<file path="src/rtl/count_write_ctrl_if.sv">
// rtl/count_write_ctrl_if.sv - asynchronous host bus carrying the counter write strobes
interface count_write_ctrl_if;
  logic       cs_n;
  logic       wr_n;
  logic [1:0] addr;
  logic [7:0] data_in;

  modport master (output cs_n, output wr_n, output addr, output data_in);
  modport slave  (input  cs_n, input  wr_n, input  addr, input  data_in);
endinterface

</file>
<file path="src/rtl/count_write_ctrl.sv">
// rtl/count_write_ctrl.sv - bus write decoder for three counters: control words and count bytes
module count_write_ctrl #(
  parameter int SYNC_STAGES = 2
) (
  input  logic                clk,
  input  logic                rst_n,
  count_write_ctrl_if.slave   bus,
  output logic [5:0]          ctrl_word0,
  output logic [5:0]          ctrl_word1,
  output logic [5:0]          ctrl_word2,
  output logic [15:0]         count_val0,
  output logic [15:0]         count_val1,
  output logic [15:0]         count_val2,
  output logic                load0,
  output logic                load1,
  output logic                load2,
  output logic                cw_wr0,
  output logic                cw_wr1,
  output logic                cw_wr2,
  output logic                latch0,
  output logic                latch1,
  output logic                latch2
);

  typedef enum logic {LSB_WAIT = 1'b0, MSB_WAIT = 1'b1} ptr_e;

  logic [SYNC_STAGES-1:0] sync_q, sync_d;
  logic                   wr_prev_q, wr_prev_d;
  logic                   cs_hold_q, cs_hold_d;
  logic [1:0]             addr_hold_q, addr_hold_d;
  logic [7:0]             data_hold_q, data_hold_d;
  logic [5:0]             ctrl_q [3];
  logic [5:0]             ctrl_d [3];
  logic [15:0]            val_q [3];
  logic [15:0]            val_d [3];
  logic [7:0]             lsb_q [3];
  logic [7:0]             lsb_d [3];
  ptr_e                   ptr_q [3];
  ptr_e                   ptr_d [3];
  logic [2:0]             load_q, load_d, cw_q, cw_d, latch_q, latch_d;

  logic                   wr_s, fall, rise, commit;
  logic [1:0]             sc, rw;
  logic [2:0]             mode_st;

  always_comb begin
    sync_d      = {sync_q[SYNC_STAGES-2:0], bus.wr_n};
    wr_s        = sync_q[SYNC_STAGES-1];
    wr_prev_d   = wr_s;
    fall        = wr_prev_q & ~wr_s;
    rise        = ~wr_prev_q & wr_s;
    commit      = rise & ~cs_hold_q;

    cs_hold_d   = cs_hold_q;
    addr_hold_d = addr_hold_q;
    data_hold_d = data_hold_q;
    if (fall) begin
      cs_hold_d   = bus.cs_n;
      addr_hold_d = bus.addr;
      data_hold_d = bus.data_in;
    end

    for (int i = 0; i < 3; i++) begin
      ctrl_d[i] = ctrl_q[i];
      val_d[i]  = val_q[i];
      lsb_d[i]  = lsb_q[i];
      ptr_d[i]  = ptr_q[i];
    end
    load_d  = '0;
    cw_d    = '0;
    latch_d = '0;

    sc      = data_hold_q[7:6];
    rw      = data_hold_q[5:4];
    // Modes 110/111 alias onto 010/011: clear the top mode bit when both upper bits are set.
    mode_st = {data_hold_q[3] & ~data_hold_q[2], data_hold_q[2:1]};

    if (commit) begin
      if (addr_hold_q == 2'b11) begin
        if (sc != 2'b11) begin
          if (rw == 2'b00) begin
            latch_d[sc] = 1'b1;
          end else begin
            ctrl_d[sc] = {rw, mode_st, data_hold_q[0]};
            cw_d[sc]   = 1'b1;
            ptr_d[sc]  = LSB_WAIT;
            lsb_d[sc]  = 8'h00;
          end
        end
      end else begin
        case (ctrl_q[addr_hold_q][5:4])
          2'b01: begin
            val_d[addr_hold_q]  = {8'h00, data_hold_q};
            load_d[addr_hold_q] = 1'b1;
          end
          2'b10: begin
            val_d[addr_hold_q]  = {data_hold_q, 8'h00};
            load_d[addr_hold_q] = 1'b1;
          end
          2'b11: begin
            if (ptr_q[addr_hold_q] == LSB_WAIT) begin
              lsb_d[addr_hold_q] = data_hold_q;
              ptr_d[addr_hold_q] = MSB_WAIT;
            end else begin
              val_d[addr_hold_q]  = {data_hold_q, lsb_q[addr_hold_q]};
              load_d[addr_hold_q] = 1'b1;
              ptr_d[addr_hold_q]  = LSB_WAIT;
            end
          end
          default: ;
        endcase
      end
    end
  end

  always_ff @(posedge clk or negedge rst_n) begin
    if (!rst_n) begin
      sync_q      <= '1;
      wr_prev_q   <= 1'b1;
      cs_hold_q   <= 1'b0;
      addr_hold_q <= 2'b00;
      data_hold_q <= 8'h00;
      for (int i = 0; i < 3; i++) begin
        ctrl_q[i] <= 6'h00;
        val_q[i]  <= 16'h0000;
        lsb_q[i]  <= 8'h00;
        ptr_q[i]  <= LSB_WAIT;
      end
      load_q  <= '0;
      cw_q    <= '0;
      latch_q <= '0;
    end else begin
      sync_q      <= sync_d;
      wr_prev_q   <= wr_prev_d;
      cs_hold_q   <= cs_hold_d;
      addr_hold_q <= addr_hold_d;
      data_hold_q <= data_hold_d;
      for (int i = 0; i < 3; i++) begin
        ctrl_q[i] <= ctrl_d[i];
        val_q[i]  <= val_d[i];
        lsb_q[i]  <= lsb_d[i];
        ptr_q[i]  <= ptr_d[i];
      end
      load_q  <= load_d;
      cw_q    <= cw_d;
      latch_q <= latch_d;
    end
  end

  assign ctrl_word0 = ctrl_q[0];
  assign ctrl_word1 = ctrl_q[1];
  assign ctrl_word2 = ctrl_q[2];
  assign count_val0 = val_q[0];
  assign count_val1 = val_q[1];
  assign count_val2 = val_q[2];
  assign {load2, load1, load0}    = load_q;
  assign {cw_wr2, cw_wr1, cw_wr0} = cw_q;
  assign {latch2, latch1, latch0} = latch_q;

endmodule

</file>
<file path="src/flat_wrapper.sv">
// flat-port wrapper written by rule: the top's interface ports become plain ports
module count_write_ctrl_flat 
#(
  parameter int SYNC_STAGES = 2
)
  (clk, rst_n, ctrl_word0, ctrl_word1, ctrl_word2, count_val0, count_val1, count_val2, load0, load1, load2, cw_wr0, cw_wr1, cw_wr2, latch0, latch1, latch2, bus_cs_n, bus_wr_n, bus_addr, bus_data_in);
  count_write_ctrl_if bus_i ();
  input  logic clk;
  input  logic rst_n;
  output logic [5:0] ctrl_word0;
  output logic [5:0] ctrl_word1;
  output logic [5:0] ctrl_word2;
  output logic [15:0] count_val0;
  output logic [15:0] count_val1;
  output logic [15:0] count_val2;
  output logic load0;
  output logic load1;
  output logic load2;
  output logic cw_wr0;
  output logic cw_wr1;
  output logic cw_wr2;
  output logic latch0;
  output logic latch1;
  output logic latch2;
  input wire logic [$bits(bus_i.cs_n)-1:0] bus_cs_n;
  input wire logic [$bits(bus_i.wr_n)-1:0] bus_wr_n;
  input wire logic [$bits(bus_i.addr)-1:0] bus_addr;
  input wire logic [$bits(bus_i.data_in)-1:0] bus_data_in;
  assign bus_i.cs_n = bus_cs_n;
  assign bus_i.wr_n = bus_wr_n;
  assign bus_i.addr = bus_addr;
  assign bus_i.data_in = bus_data_in;
  count_write_ctrl #(.SYNC_STAGES(SYNC_STAGES)) u_core (.clk(clk), .rst_n(rst_n), .bus(bus_i), .ctrl_word0(ctrl_word0), .ctrl_word1(ctrl_word1), .ctrl_word2(ctrl_word2), .count_val0(count_val0), .count_val1(count_val1), .count_val2(count_val2), .load0(load0), .load1(load1), .load2(load2), .cw_wr0(cw_wr0), .cw_wr1(cw_wr1), .cw_wr2(cw_wr2), .latch0(latch0), .latch1(latch1), .latch2(latch2));
endmodule
</file>
<file path="config.mk">
export PLATFORM = sky130hd
export DESIGN_NAME = count_write_ctrl_flat
export DESIGN_NICKNAME = d
export VERILOG_FILES = /design/src/rtl/count_write_ctrl_if.sv /design/src/rtl/count_write_ctrl.sv /design/src/flat_wrapper.sv
export SDC_FILE = /design/constraint.sdc
export NUM_CORES = 1
export LEC_CHECK = 0
export ABC_AREA = 1
export CORE_ASPECT_RATIO = 1.4
export CORE_UTILIZATION = 54
export CTS_CLUSTER_DIAMETER = 120
export DETAILED_ROUTE_END_ITERATION = 8
export PLACE_DENSITY = 0.86
export SETUP_SLACK_MARGIN = 0.05
export SLEW_MARGIN = 10
export SYNTH_ARGS = -nofsm -noshare
export SYNTH_HDL_FRONTEND = slang
export SYNTH_SLANG_ARGS = --single-unit
export TNS_END_PERCENT = 5
</file>
<file path="constraint.sdc">
create_clock -name clk -period 3 [get_ports clk]
set_input_delay 0.6 -clock clk [delete_from_list [all_inputs] [get_ports clk]]
set_output_delay 0.6 -clock clk [all_outputs]
set_load 0.01 [all_outputs]
</file>
-- Word-level counts from Yosys, hierarchy flattened
Index checks and enable logic that the tools add are counted.
- register bits after elaboration: 116
- bits of input ports: 14
- output and inout bits: 75
- $lt $le $gt $ge: 8
- eq/ne operators: 9
- mux-type cells: 54
- bitwise gates (word level): 19
- reduce and logical (&&, ||, !) cells: 12
- operators by type and width (operator ; count):
    $bwmux 48 ; 3
    $pmux 48 s3 ; 1
    $mux 24 ; 5
    $mux 3 ; 16
    $mux 48 ; 1
    $demux 16 s2 ; 1
    $demux 8 s2 ; 2
    $mux 8 ; 4
    $and 24x24->24 ; 1
    $bwmux 24 ; 1
    $not 24->24 ; 1
    $bwmux 18 ; 1
    $mux 6 ; 3
    $bmux 8 s2 ; 1
    $mux 16 ; 1
    $bmux 6 s2 ; 1
    $demux 6 s2 ; 1
    $reduce_and 4->1 ; 3
    $demux 1 s2 ; 4
    $and 3x3->3 ; 2
    $eq 2x2->1 const B ; 3
    $ge 3x3->1 const B ; 2
    $lt 2x3->1 const B ; 2
    $lt 3x1->1 const B ; 2
    other kinds (18) ; 40

-- Depth between registers and ports, before layout
Gate-level depths: netlist of the first run.
- depth after elaboration: 10
- depth in mapped cells: 15
- mapped depth without buffers: 12

-- Least setup slack after synthesis of the first run
Ideal clock, no wire load.
- path type: register to register
- start: register u_core.addr_hold_q[0]
- end: register u_core.val_q, in the netlist u_core.count_val0[0]
- setup time: 123 ps
- arrival time: 2396 ps
- data required time: 2877 ps
- slack: 481 ps
- stages on the path, launching flop included: 15
- path buffers: 3
- period minus slack after synthesis: 2519 ps
- cells stage by stage: dfrtp_1 inv_1 clkbuf_1 or2_2 a32oi_1 inv_1 ha_1 buf_6 nor2_4 inv_1 nor2_2 nor2_4 buf_4 nand2_1 nand2_1
- longest elaborated chain between the ends: 8
- elaborated cells between the ends (all ways): 28
- classes of those cells: order compare (2); eq/ne (5); mux (16); bitwise (2); reduce/logical (3)
- RTL lines (element ; RTL line ; source):
    from (decl) ; count_write_ctrl.sv:30 ; logic [1:0] addr_hold_q, addr_hold_d;
    from (signal assigned) ; count_write_ctrl.sv:136 ; addr_hold_q <= addr_hold_d;
    $not 2->3 (not written as such) ; -- ;
    $ge 3x3->1 (not written as such) / $lt 3x1->1 (equally long branches) ; count_write_ctrl.sv:93, count_write_ctrl.sv:97, count_write_ctrl.sv:105 ;
    $logic_and 1x1->1 (not written as such) ; count_write_ctrl.sv:93, count_write_ctrl.sv:97, count_write_ctrl.sv:105 ;
    $mux 16 (not written as such) ; count_write_ctrl.sv:93, count_write_ctrl.sv:97, count_write_ctrl.sv:105 ;
    $demux 16 s2 ; count_write_ctrl.sv:93, count_write_ctrl.sv:97, count_write_ctrl.sv:105 ;
    $bwmux 48 ; count_write_ctrl.sv:105 ; val_d[addr_hold_q] = {data_hold_q, lsb_q[addr_hold_q]};
    $mux 48 ; count_write_ctrl.sv:101 ; if (ptr_q[addr_hold_q] == LSB_WAIT) begin
    $pmux 48 s3 ; count_write_ctrl.sv:91 ; case (ctrl_q[addr_hold_q][5:4])
    to (signal, indexed assignment) ; count_write_ctrl.sv:140 ; val_q[i] <= val_d[i];
    to (decl) ; count_write_ctrl.sv:34 ; logic [15:0] val_q [3];
Several ways; a longest one is shown, not always the timed one. The select of a mux whose other input is x is not followed.
A chain may end at the register's enable or synchronous reset.

-- Worst setup path in the final report of the first run
- start: register u_core.addr_hold_q[0]
- end: register u_core.val_q, in the netlist u_core.count_val2[3]
The elaborated chain is that of the path after synthesis.

==> results.cfg, run 1 <==
[synth]
synth_top_area_share_pct = 50.4
synth_seq_cells = 116
synthArstFlopShare_pct = 100
yosysUniqueCellTypes = 30
yosysMostFrequentCell = nand2_1
synth_area_leaders = dfrtp_1 (50%), nand2_1 (18%), o21ai_0 (9.9%)
avgSynthCellArea_um2 = 7.86
ys.flop_type = dfrtp_1
synth_edf_count = 0
yosys-top-cells-count = nand2_1 (270), dfrtp_1 (113), o21ai_0 (111)
synth_area_leader_cell = dfrtp_1
ys_seq_area_share_pct = 51.8
synth_nets = 735
syn_area_um2 = 5610
syn_inst = 714
yosys_warnings = 0

[setup_path]
path_class = reg -> reg
cp_slowest_cell = dfrtp_2
endpoint_kind = register
cp.arrival_ns = 3.18
slowest_delay_ns = 0.48
start_kind = register
cp_data_required_time_ns = 3.36
crit_chain = inv_1, or2_2, a32oi_1, inv_1, ha_1, nor2_4, clkinvlp_2, o21ai_0, nand2_1, nand2_1
rrSetupSlack_ns = 0.18
cp_max_fo = 15

[floorplanning]
fp.dieW_um = 88.2
dieArea_um2 = 10800
core_area_um2 = 10000
core.rowCount = 43
initial_core_util_pct = 56.1
die_h_um = 123
ios = 89

[clock_tree]
cts_buffers = 17
cts_max_level = 4
cts_tree = yes
post_cts.repair.setup_buffers = 0
clk_pin_slew_ns = 0.06
cts-root-buf = clkbuf_16
numClockSinks = 116
clkLatencyLatePin_ns = 0.42
cts_buffer_depth = 2

[layout]
drive_gt1_share_pct = 8.10
synthToLayoutAreaGrowth_pct = 28.1
post-route-util_pct = 71.9
postLayoutCellArea_um2 = 7190
n_fill_cell = 810
multi_input_area_um2 = 2370
nNetsFinal = 823
diodes = 0
regArea_um2 = 2910

[placement]
hpwl_mm = 12.2
io_buffers = 88
place.gp.congestion = 0.937
place_ws_ns = 0.252
placed_area_um2 = 6600

[hold_path]
hp-class = in -> async

[routing]
drc_errors = 0
drt_iter0_markers = 590
routed_via_density = 5.67
wl_per_cell_um = 18.3
vias = 5389
ant_nets = 0
firstDrtPassIters = 6
finalWirelength_mm = 17.4

[power]
power.density_nw_per_um2 = 675
peakVddDrop_uv = 654
p_leak_nw = 3.38
p_total_mw = 4.86

[grt]
grt_pass1_vias = 5411
grt_max_degree = 64
grt-ovfl-total = 0
grt_antenna_before_repair = 0
grtUsageTotal_pct = 34.7
grt_pass1_wl_mm = 27.9

[timing]
worst_slew_pin_slew_ns = 0.788
slew-limit-headroom_pct = 47.5
fin_ws_ns = 0.175
hold_viol = 0
setup_tns_ns = 0
skew_ns = 0.00567
maxSlewViolCount = 0
post-route-period-util_pct = 94.2
finalCriticalPeriod_ns = 2.82
setup_viol = 0
fmax_mhz = 354
rsz0062_at_grt = yes

[run_status]
outcome = completed

[job]
max_cap_violations = 0
==> worst max-delay path, delay by kind of cell, from the launching register on <==
kind | cells | cell delay (ns)
adders and majority gates | 1 | 0.35
DFF | 1 | 0.48
buffers and inverters | 3 | 0.59
AOI/OAI and AO/OA | 2 | 0.64
and+or+nand+nor | 4 | 0.70
==> timing repair <==
action                                  in CTS  in global routing
hold buffers                                 0                  0
endpoints found under the setup margin       0                 49
gates resized for setup                      0                  2
==> cells in the final DEF, fill, tap and decap left out, drive strengths merged, types with 3 or more instances in the layout <==
master	count
nor2	33
o21ai	122
nand2	273
buf	11
a21oi	14
dfrtp	113
clkbuf	23
clkinv	4
ha	7
clkinvlp	6
nor3	5
inv	47
or2	4
nand4	4
clkdlybuf4s50	87
dfstp	3
nand3	53
==> cells by family (layout without fill, tap and decap cells) <==
family | count (synthesis) | count (layout) | synth area share, %
adder cells (fa/ha/maj) | 7 | 7 | 1.56
AO/OA/AOI/OAI | 139 | 139 | 12.8
flip-flops | 116 | 116 | 51.8
multiplexers | 1 | 1 | 0.201
AND/OR/NAND/NOR | 372 | 372 | 27.8
buffers and inverters | 79 | 180 | 5.93
==> metal layers <==
| metal | track usage [%] | up-vias | part of all wire (%) |
|---|---|---|---|
| li1 | - | 2486 | - |
| met1 | 41.0 | 2559 | 37 |
| met2 | 60.4 | 289 | 52 |
| met3 | 6.12 | 55 | 6.8 |
| met4 | 16.2 | 0 | 3.6 |
| met5 | 0 | - | 0 |
==> final timing paths <==
kind                                             end  cells after the start                  start
worst max-delay path            u_core.count_val2[3]                     10  u_core.addr_hold_q[0]
worst min-delay path                  u_core.cw_q[2]                      1                  rst_n
worst max register to register  u_core.count_val2[3]                     10  u_core.addr_hold_q[0]
worst min register to register      u_core.sync_q[1]                      0       u_core.sync_q[0]
max in group asynchronous           u_core.sync_q[1]                      2                  rst_n
min in group clk                    u_core.sync_q[1]                      0       u_core.sync_q[0]
==> cell type report <==
type	count	share of cell area, %
Timing Repair inverter	1	0.0696
Clock buffer	23	6.65
Timing Repair Buffer	98	13.4
Sequential cell	116	40.4
Inverter	49	2.61
Tap cell	135	2.35
Multi-Input combinational cell	519	33.0
Clock inverter	9	1.46
==> where the power goes <==
group          leakage [nW]  internal (mW)  switching [mW]
clock                 0.275           1.28           0.729
combinational          1.55          0.368           0.578
sequential             1.56           1.74           0.163
total                  3.38           3.39            1.47
==> state kept, by name (all words and copies together), names as in the netlist, 6 cells and up, named ones only <==
register / cells
u_core.count_val2: 16
u_core.lsb_q: 24
u_core.ctrl_word1: 6
u_core.ctrl_word0: 6
u_core.data_hold_q: 8
u_core.ctrl_word2: 6
u_core.count_val0: 16
u_core.count_val1: 16
==> through the flow <==
step | hold slack, ns | cells
floorplan | 0.304 | 714
CTS | 0.0990 | 949
detailed placement | 0.349 | 917
finish | 0.0940 | 950
global placement | 0.347 | 917
global route | 0.126 | 950
No activity file was read; power rests on OpenSTA's default activity.
==> run 2, diff against run 1 <==
==> constraint.sdc (replaced) <==
create_clock -name clk -period 3 [get_ports clk]
set_input_delay 0.6 -clock clk [delete_from_list [all_inputs] [get_ports clk]]
set_output_delay 0.6 -clock clk [all_outputs]
set_load 0.05 [all_outputs]
==> results of run 2 <==
Same layout as run 1 (identical final DEF). Status: completed.
Among the figures that moved: total power 4.86 mW -> 5.17 mW; worst IR drop on VDD 654 uV -> 655 uV
